## config.mk

```make
export PLATFORM = sky130hd
export DESIGN_NAME = dm_access_master_flat
export DESIGN_NICKNAME = d
export VERILOG_FILES = /design/src/rtl/dm_access_master_pkg.sv /design/src/rtl/dm_access_master_if.sv /design/src/rtl/dm_access_master_lane_merge.sv /design/src/rtl/dm_access_master.sv /design/src/flat_wrapper.sv
export SDC_FILE = /design/constraint.sdc
export NUM_CORES = 1
export LEC_CHECK = 0
export CORE_UTILIZATION = 48
export CTS_CLUSTER_DIAMETER = 50
export CTS_CLUSTER_SIZE = 28
export DETAILED_ROUTE_END_ITERATION = 7
export GPL_TIMING_DRIVEN = 0
export PLACE_DENSITY = 0.82
export SLEW_MARGIN = 15
export SYNTH_ARGS = -nofsm -noshare
export SYNTH_HDL_FRONTEND = slang
export SYNTH_SLANG_ARGS = --single-unit
```

## constraint.sdc

```tcl
create_clock -name clk -period 4.5 [get_ports clk]
set_clock_uncertainty 0.2 [all_clocks]
set_input_delay 0.9 -clock clk [delete_from_list [all_inputs] [get_ports clk]]
set_output_delay 0.9 -clock clk [all_outputs]
set_load 0.02 [all_outputs]
```

## src/rtl/dm_access_master_pkg.sv

```systemverilog
// +--------------------------------------------------------------------------+
// | dm_access_pkg: op encodings, FSM states and helpers for dm_access_master |
// | Revision: 1.0                                                            |
// +--------------------------------------------------------------------------+
`default_nettype none

package dm_access_pkg;

  localparam logic [2:0] OP_LW  = 3'd0;
  localparam logic [2:0] OP_LH  = 3'd1;
  localparam logic [2:0] OP_LHU = 3'd2;
  localparam logic [2:0] OP_LB  = 3'd3;
  localparam logic [2:0] OP_LBU = 3'd4;
  localparam logic [2:0] OP_SW  = 3'd5;
  localparam logic [2:0] OP_SH  = 3'd6;
  localparam logic [2:0] OP_SB  = 3'd7;

  typedef enum logic [2:0] {
    S_IDLE   = 3'd0,
    S_LOAD   = 3'd1,
    S_RMW_RD = 3'd2,
    S_WRITE  = 3'd3,
    S_DONE   = 3'd4
  } state_t;

  function automatic logic is_store(input logic [2:0] op);
    return op >= OP_SW;
  endfunction

  // Byte offset actually used by the lane logic: word ops ignore [1:0], half ops ignore [0].
  function automatic logic [1:0] eff_offset(input logic [2:0] op, input logic [1:0] a);
    case (op)
      OP_LW, OP_SW:         return 2'b00;
      OP_LH, OP_LHU, OP_SH: return {a[1], 1'b0};
      default:              return a;
    endcase
  endfunction

  function automatic logic is_misaligned(input logic [2:0] op, input logic [1:0] a);
    case (op)
      OP_LW, OP_SW:         return a != 2'b00;
      OP_LH, OP_LHU, OP_SH: return a[0];
      default:              return 1'b0;
    endcase
  endfunction

endpackage

`default_nettype wire

```

## src/rtl/dm_access_master_if.sv

```systemverilog
// +--------------------------------------------------------------------------+
// | dm_access_master_if: pipeline request/response and word-only DM bus      |
// | Revision: 1.0                                                            |
// +--------------------------------------------------------------------------+
`default_nettype none

interface dm_access_master_if #(
  parameter int ADDR_W = 32,
  parameter int DATA_W = 32
);
  logic              req_valid;
  logic              req_ready;
  logic [2:0]        req_op;
  logic [ADDR_W-1:0] req_addr;
  logic [DATA_W-1:0] req_wdata;
  logic [ADDR_W-1:0] req_pc;
  logic              rsp_valid;
  logic [DATA_W-1:0] rsp_rdata;
  logic              rsp_err;
  logic              mem_re;
  logic              mem_we;
  logic [ADDR_W-1:0] mem_addr;
  logic [DATA_W-1:0] mem_wdata;
  logic [ADDR_W-1:0] mem_pc;
  logic [DATA_W-1:0] mem_rdata;

  modport master (
    input  req_valid, req_op, req_addr, req_wdata, req_pc, mem_rdata,
    output req_ready, rsp_valid, rsp_rdata, rsp_err,
           mem_re, mem_we, mem_addr, mem_wdata, mem_pc
  );

  modport slave (
    output req_valid, req_op, req_addr, req_wdata, req_pc, mem_rdata,
    input  req_ready, rsp_valid, rsp_rdata, rsp_err,
           mem_re, mem_we, mem_addr, mem_wdata, mem_pc
  );
endinterface

`default_nettype wire

```

## src/rtl/dm_access_master_lane_merge.sv

```systemverilog
// +--------------------------------------------------------------------------+
// | dm_lane_merge: sub-word load extension and store lane merge (comb.)      |
// | Revision: 1.0                                                            |
// +--------------------------------------------------------------------------+
`default_nettype none

module dm_lane_merge
  import dm_access_pkg::*;
#(
  parameter int DATA_W = 32
) (
  input  logic [2:0]        op,
  input  logic [1:0]        off,
  input  logic [DATA_W-1:0] word,
  input  logic [DATA_W-1:0] wdata,
  output logic [DATA_W-1:0] load_val,
  output logic [DATA_W-1:0] store_word
);

  logic [7:0]  byte_sel;
  logic [15:0] half_sel;

  always_comb begin
    byte_sel = word[{off, 3'b000} +: 8];
    half_sel = off[1] ? word[31:16] : word[15:0];

    load_val = word;
    case (op)
      OP_LH:   load_val = {{(DATA_W-16){half_sel[15]}}, half_sel};
      OP_LHU:  load_val = {{(DATA_W-16){1'b0}}, half_sel};
      OP_LB:   load_val = {{(DATA_W-8){byte_sel[7]}}, byte_sel};
      OP_LBU:  load_val = {{(DATA_W-8){1'b0}}, byte_sel};
      default: load_val = word;
    endcase

    store_word = wdata;
    case (op)
      OP_SH: begin
        store_word = word;
        store_word[{off[1], 4'b0000} +: 16] = wdata[15:0];
      end
      OP_SB: begin
        store_word = word;
        store_word[{off, 3'b000} +: 8] = wdata[7:0];
      end
      default: store_word = wdata;
    endcase
  end

endmodule

`default_nettype wire

```

## src/rtl/dm_access_master.sv

```systemverilog
// +--------------------------------------------------------------------------+
// | dm_access_master: MEM-stage initiator on a word-only DM port; sub-word   |
// | loads are extended, SB/SH become read-modify-write.                      |
// | Optional: ALIGN_EXC_EN reports misaligned accesses via rsp_err.          |
// | Revision: 1.0                                                            |
// +--------------------------------------------------------------------------+
`default_nettype none

module dm_access_master
  import dm_access_pkg::*;
#(
  parameter int ADDR_W = 32,
  parameter int DATA_W = 32
) (
  input  logic                clk,
  input  logic                reset,
  dm_access_master_if.master  bus
);

  state_t            state_q, state_d;
  logic [2:0]        op_q, op_d;
  logic [ADDR_W-1:0] addr_q, addr_d;
  logic [DATA_W-1:0] wdata_q, wdata_d;
  logic [ADDR_W-1:0] pc_q, pc_d;
  logic [DATA_W-1:0] buf_q, buf_d;
  logic [DATA_W-1:0] rdata_q, rdata_d;
`ifdef ALIGN_EXC_EN
  logic              err_q, err_d;
`endif

  logic              accept;
  logic              misalign;
  logic [DATA_W-1:0] lane_word;
  logic [DATA_W-1:0] load_val;
  logic [DATA_W-1:0] store_word;

  // LOAD extracts straight from the DM word; WRITE merges into the buffered word.
  assign lane_word = (state_q == S_LOAD) ? bus.mem_rdata : buf_q;

  dm_lane_merge #(.DATA_W(DATA_W)) u_lane (
    .op         (op_q),
    .off        (eff_offset(op_q, addr_q[1:0])),
    .word       (lane_word),
    .wdata      (wdata_q),
    .load_val   (load_val),
    .store_word (store_word)
  );

  always_comb begin
    state_d  = state_q;
    op_d     = op_q;
    addr_d   = addr_q;
    wdata_d  = wdata_q;
    pc_d     = pc_q;
    buf_d    = buf_q;
    rdata_d  = rdata_q;
    accept   = bus.req_valid && (state_q == S_IDLE);
`ifdef ALIGN_EXC_EN
    err_d    = err_q;
    misalign = is_misaligned(bus.req_op, bus.req_addr[1:0]);
`else
    misalign = 1'b0;
`endif

    case (state_q)
      S_IDLE: begin
        if (accept) begin
          op_d    = bus.req_op;
          addr_d  = bus.req_addr;
          wdata_d = bus.req_wdata;
          pc_d    = bus.req_pc;
`ifdef ALIGN_EXC_EN
          err_d   = misalign;
`endif
          if (misalign)                 state_d = S_DONE;
          else if (bus.req_op == OP_SW) state_d = S_WRITE;
          else if (is_store(bus.req_op)) state_d = S_RMW_RD;
          else                          state_d = S_LOAD;
        end
      end
      S_LOAD: begin
        rdata_d = load_val;
        state_d = S_DONE;
      end
      S_RMW_RD: begin
        buf_d   = bus.mem_rdata;
        state_d = S_WRITE;
      end
      S_WRITE: state_d = S_DONE;
      S_DONE:  state_d = S_IDLE;
      default: state_d = S_IDLE;
    endcase
  end

  always_ff @(posedge clk) begin
    if (!reset) begin
      state_q <= S_IDLE;
      op_q    <= '0;
      addr_q  <= '0;
      wdata_q <= '0;
      pc_q    <= '0;
      buf_q   <= '0;
      rdata_q <= '0;
`ifdef ALIGN_EXC_EN
      err_q   <= 1'b0;
`endif
    end else begin
      state_q <= state_d;
      op_q    <= op_d;
      addr_q  <= addr_d;
      wdata_q <= wdata_d;
      pc_q    <= pc_d;
      buf_q   <= buf_d;
      rdata_q <= rdata_d;
`ifdef ALIGN_EXC_EN
      err_q   <= err_d;
`endif
    end
  end

  // Strobes are qualified by reset so an op caught mid-flight never touches DM.
  assign bus.req_ready = (state_q == S_IDLE);
  assign bus.rsp_valid = (state_q == S_DONE);
  assign bus.rsp_rdata = rdata_q;
  assign bus.mem_re    = reset && ((state_q == S_LOAD) || (state_q == S_RMW_RD));
  assign bus.mem_we    = reset && (state_q == S_WRITE);
  assign bus.mem_addr  = (state_q == S_IDLE) ? '0 : {addr_q[ADDR_W-1:2], 2'b00};
  assign bus.mem_pc    = (state_q == S_IDLE) ? '0 : pc_q;
  assign bus.mem_wdata = (state_q == S_WRITE) ? store_word : '0;
`ifdef ALIGN_EXC_EN
  assign bus.rsp_err   = err_q && (state_q == S_DONE);
`else
  assign bus.rsp_err   = 1'b0;
`endif

endmodule

`default_nettype wire

```

## src/flat_wrapper.sv

```systemverilog
// flat-port wrapper written by rule: the top's interface ports become plain ports
module dm_access_master_flat import dm_access_pkg::*;
#(
  parameter int ADDR_W = 32,
  parameter int DATA_W = 32
)
  (clk, reset, bus_req_valid, bus_req_op, bus_req_addr, bus_req_wdata, bus_req_pc, bus_mem_rdata, bus_req_ready, bus_rsp_valid, bus_rsp_rdata, bus_rsp_err, bus_mem_re, bus_mem_we, bus_mem_addr, bus_mem_wdata, bus_mem_pc);
  dm_access_master_if #(.ADDR_W(ADDR_W), .DATA_W(DATA_W)) bus_i ();
  input  logic clk;
  input  logic reset;
  input wire logic [$bits(bus_i.req_valid)-1:0] bus_req_valid;
  input wire logic [$bits(bus_i.req_op)-1:0] bus_req_op;
  input wire logic [$bits(bus_i.req_addr)-1:0] bus_req_addr;
  input wire logic [$bits(bus_i.req_wdata)-1:0] bus_req_wdata;
  input wire logic [$bits(bus_i.req_pc)-1:0] bus_req_pc;
  input wire logic [$bits(bus_i.mem_rdata)-1:0] bus_mem_rdata;
  output wire logic [$bits(bus_i.req_ready)-1:0] bus_req_ready;
  output wire logic [$bits(bus_i.rsp_valid)-1:0] bus_rsp_valid;
  output wire logic [$bits(bus_i.rsp_rdata)-1:0] bus_rsp_rdata;
  output wire logic [$bits(bus_i.rsp_err)-1:0] bus_rsp_err;
  output wire logic [$bits(bus_i.mem_re)-1:0] bus_mem_re;
  output wire logic [$bits(bus_i.mem_we)-1:0] bus_mem_we;
  output wire logic [$bits(bus_i.mem_addr)-1:0] bus_mem_addr;
  output wire logic [$bits(bus_i.mem_wdata)-1:0] bus_mem_wdata;
  output wire logic [$bits(bus_i.mem_pc)-1:0] bus_mem_pc;
  assign bus_i.req_valid = bus_req_valid;
  assign bus_i.req_op = bus_req_op;
  assign bus_i.req_addr = bus_req_addr;
  assign bus_i.req_wdata = bus_req_wdata;
  assign bus_i.req_pc = bus_req_pc;
  assign bus_i.mem_rdata = bus_mem_rdata;
  assign bus_req_ready = bus_i.req_ready;
  assign bus_rsp_valid = bus_i.rsp_valid;
  assign bus_rsp_rdata = bus_i.rsp_rdata;
  assign bus_rsp_err = bus_i.rsp_err;
  assign bus_mem_re = bus_i.mem_re;
  assign bus_mem_we = bus_i.mem_we;
  assign bus_mem_addr = bus_i.mem_addr;
  assign bus_mem_wdata = bus_i.mem_wdata;
  assign bus_mem_pc = bus_i.mem_pc;
  dm_access_master #(.ADDR_W(ADDR_W), .DATA_W(DATA_W)) u_core (.clk(clk), .reset(reset), .bus(bus_i));
endmodule
```

==> key figures <==
Global routing
  • Congestion Overflow GR: 0
  • Met1 Usage GRT: 40.77%
  • Met3 GRT Util: 7.630%
  • First-pass GRT wire length: 45080 um
  • All-Layer GR Usage: 31.81%
  • Largest net degree at the start of global routing: 17
  • Busiest grt layer: met2
  • Antenna violations before repair: 0
  • GR Layer Usage met2: 51.78%
  • Vias in the first global route: 8461

Floorplan
  • CORE AREA: 0.01748 mm^2
  • Starting Density: 49.74%
  • Die Area: 0.01865 mm^2
  • Die Height: 136.6 um
  • I/O Pins: 267
  • # rows: 48
  • Die width: 136.6 um

CTS
  • Clock-pin transition on the worst setup and hold timing paths: 60 ps
  • Clk Latency, worst-skew pair: 430 ps
  • CTS root buf: clkbuf_16
  • CTS H-tree depth: 4
  • Cts bufs inserted: 17
  • CTS tree: yes
  • Worst-case clock buffer depth: 2
  • CTS Sinks: 166

Worst hold path
  • Min-delay worst type: reg2reg
  • Worst hold endpoint: u_core.addr_q[30]
  • Worst Hold Launch: u_core.addr_q[30]
  • WHS Path Cells: 2

Layout
  • Syn-to-layout area delta: 40.24%
  • Most frequent cells in the layout: 294 x nand2_1, 230 x clkdlybuf4s50_1, 166 x dfxtp_1
  • Layout Utilization: 69.76%
  • Share of cells above drive strength 1: 6.474%
  • Final nets: 1545
  • Most common cell after layout, fill and taps aside: nand2_1

Routing
  • DR vias: 9156
  • DRC viols: 0
  • Iter 0 DRT Violations: 649
  • Final WL: 29470 um
  • First-pass DRT Iterations: 5
  • Vias/cell: 5.559
  • Remaining antenna violation count after routing: 0
  • Drt wl/cell: 17.89 um

Timing
  • Setup violators final: 0
  • Tcrit/Tclk final: 98.19%
  • Worst Tran Pin Value: 867.6 ps
  • Final hold violations: 0
  • Hold WS: 258.1 ps
  • Highest clock rate: 226.3 MHz
  • Slew headroom: 41.90%
  • Post-layout worst setup margin: 81.57 ps
  • RSZ-0062 raised after global routing: yes
  • Final min period: 4418 ps
  • Slew Limit Fails: 0

Worst setup path
  • WS Path Type: reg2out
  • Critical Path Sink Type: output pin
  • R2R cell count: 8
  • Worst EP arrival: 3320 ps
  • Critical path fanouts, max: 10
  • R2r setup slk: 1670 ps
  • CP startpoint kind: register
  • RR Endpoint: u_core.bus.rsp_rdata[12]
  • Crit path required time: 3400 ps
  • Reg-to-Reg Start: u_core.state_q[1]

Power and ir drop
  • Comb power frac: 21.2%
  • Flop pwr share: 41.7%
  • Psw: 1.151 mW
  • Internal power contribution: 2.773 mW
  • P_leak: 4.384 nW
  • Worst vdd rail ir drop: 0.2729 mV
  • Power per cell area: 321.9 mW/mm^2
  • Switching Fraction: 29.32%
  • Clock power frac: 37.1%

Place
  • Dpl ws: -615.9 ps
  • GP Congestion: 0.9723
  • Number of buffers added on ports: 262
  • Detailed Place HPWL: 22560 um

Synthesis
  • Mapped Avg Cell Area: 7.721 um^2
  • Seq/Total Area, Yosys: 38.23%
  • Post-synthesis cell area: 0.008693 mm^2
  • Number of synthesized flops with an enable pin: 0
  • Seq cells post-synth: 166
  • Yosys warnings: 0
  • Post-Syn Instances: 1126
  • Async S/R FF share, synth: 0%
  • Netlist cell types: 46
  • Synth Flop Type: dfxtp_1

Outcome
  • Run status: completed

Flow run
  • Max Cap Viol: 0
## cells in the mapped netlist, types with 7 or more instances
cell type / instances / area share [%]
and3_1: 9 / 0.65
a211oi_1: 9 / 0.78
clkbuf_1: 84 / 3.6
mux2_2: 8 / 1.0
dfxtp_1: 166 / 38
o21a_1: 7 / 0.60
nor2_1: 48 / 2.1
o32ai_1: 8 / 0.81
mux2i_1: 41 / 4.7
a221oi_1: 23 / 2.3
a21boi_0: 132 / 11
o21ai_0: 67 / 3.9
nor2b_1: 73 / 5.3
a21oi_1: 51 / 2.9
a21oi_2: 8 / 0.81
a211o_1: 7 / 0.71
a31oi_1: 24 / 1.7
nand2_1: 294 / 13
## per-stage QoR
step                total power, mW  setup TNS, ps  cells  instance area, um^2
floorplan                     2.104              0   1128                 8701
global placement              2.472         -13500   1615                11600
detailed placement            2.486         -13200   1615                11600
CTS                           3.920              0   1646                12190
global route                  4.080         -12.99   1646                12190
finish                        3.924              0   1647                12190
## area by class of cell
| type | instances | area (um^2) |
|---|---|---|
| clock buffer | 22 | 454.2 |
| antenna | 1 | 2.502 |
| multi-input combinational | 857 | 4997 |
| clock inverter | 10 | 122.6 |
| timing repair buffer | 263 | 2564 |
| inverter | 5 | 18.77 |
| fill | 1523 | 5285 |
| sequential | 166 | 3323 |
| tap | 225 | 281.5 |
| buffer | 98 | 427.9 |
## worst max path at each step
stage                     cells past startpoint            from                 to
after global placement                       12  u_core.op_q[1]  bus_mem_wdata[18]
after floorplan                              11  u_core.op_q[1]  bus_mem_wdata[22]
after global routing                         11  u_core.op_q[1]  bus_mem_wdata[10]
after detailed placement                     12  u_core.op_q[1]  bus_mem_wdata[18]
after CTS                                    11  u_core.op_q[1]  bus_mem_wdata[23]
final                                        11  u_core.op_q[1]  bus_mem_wdata[10]
## power groups by stage
| stage | logic (mW) | clock network (mW) | registers, mW |
|---|---|---|---|
| 3_3_place_gp | 0.808 | 0 | 1.66 |
| 3_5_place_dp | 0.818 | 0 | 1.67 |
| 4_1_cts | 0.825 | 1.46 | 1.64 |
| 5_1_grt | 0.901 | 1.53 | 1.65 |
| 6_report | 0.832 | 1.45 | 1.64 |
| 2_1_floorplan | 0.425 | 0 | 1.68 |
## logic make-up after synthesis
logic type	count (synthesis)	synth area share (%)
AND/OR/NAND/NOR	450	22.67
adder cells (fa/ha/maj)	3	0.4318
AO/OA/AOI/OAI	351	27.56
buffers and inverters	105	5.052
flip-flops	166	38.23
other	1	0.04314
multiplexers	50	6.016
## routing by layer
layer	routed length, um	part of all wire [%]
met3	2712	9.2
met2	13450	46
met1	12410	42
met5	0	0
met4	891	3.0
## state kept, by name, summed over array words and instances, names as in the netlist
register / flops
u_core.pc_q: 32
u_core.op_q: 3
u_core.wdata_q: 32
u_core.addr_q: 32
u_core.buf_q: 32
u_core.state_q: 3
u_core.bus.rsp_rdata: 32
## worst max-delay path: stages (launching register included)
cell	delay, ps
dfxtp_1	340
clkbuf_2	180
or3b_4	430
a21oi_4	190
clkbuf_8	210
inv_1	70
ha_1	260
nor2_1	110
and4_2	370
a221oi_1	150
nor2_1	230
dlygate4sd2_1	360
## timing repair
item | in CTS | in global routing
pin swaps | 1 | 4
hold buffers | 0 | 0
setup buffers | 1 | 0
gates resized for setup | 56 | 27
endpoints found under the setup margin | 32 | 27
Note: power is estimated with default switching activity, not from simulation.
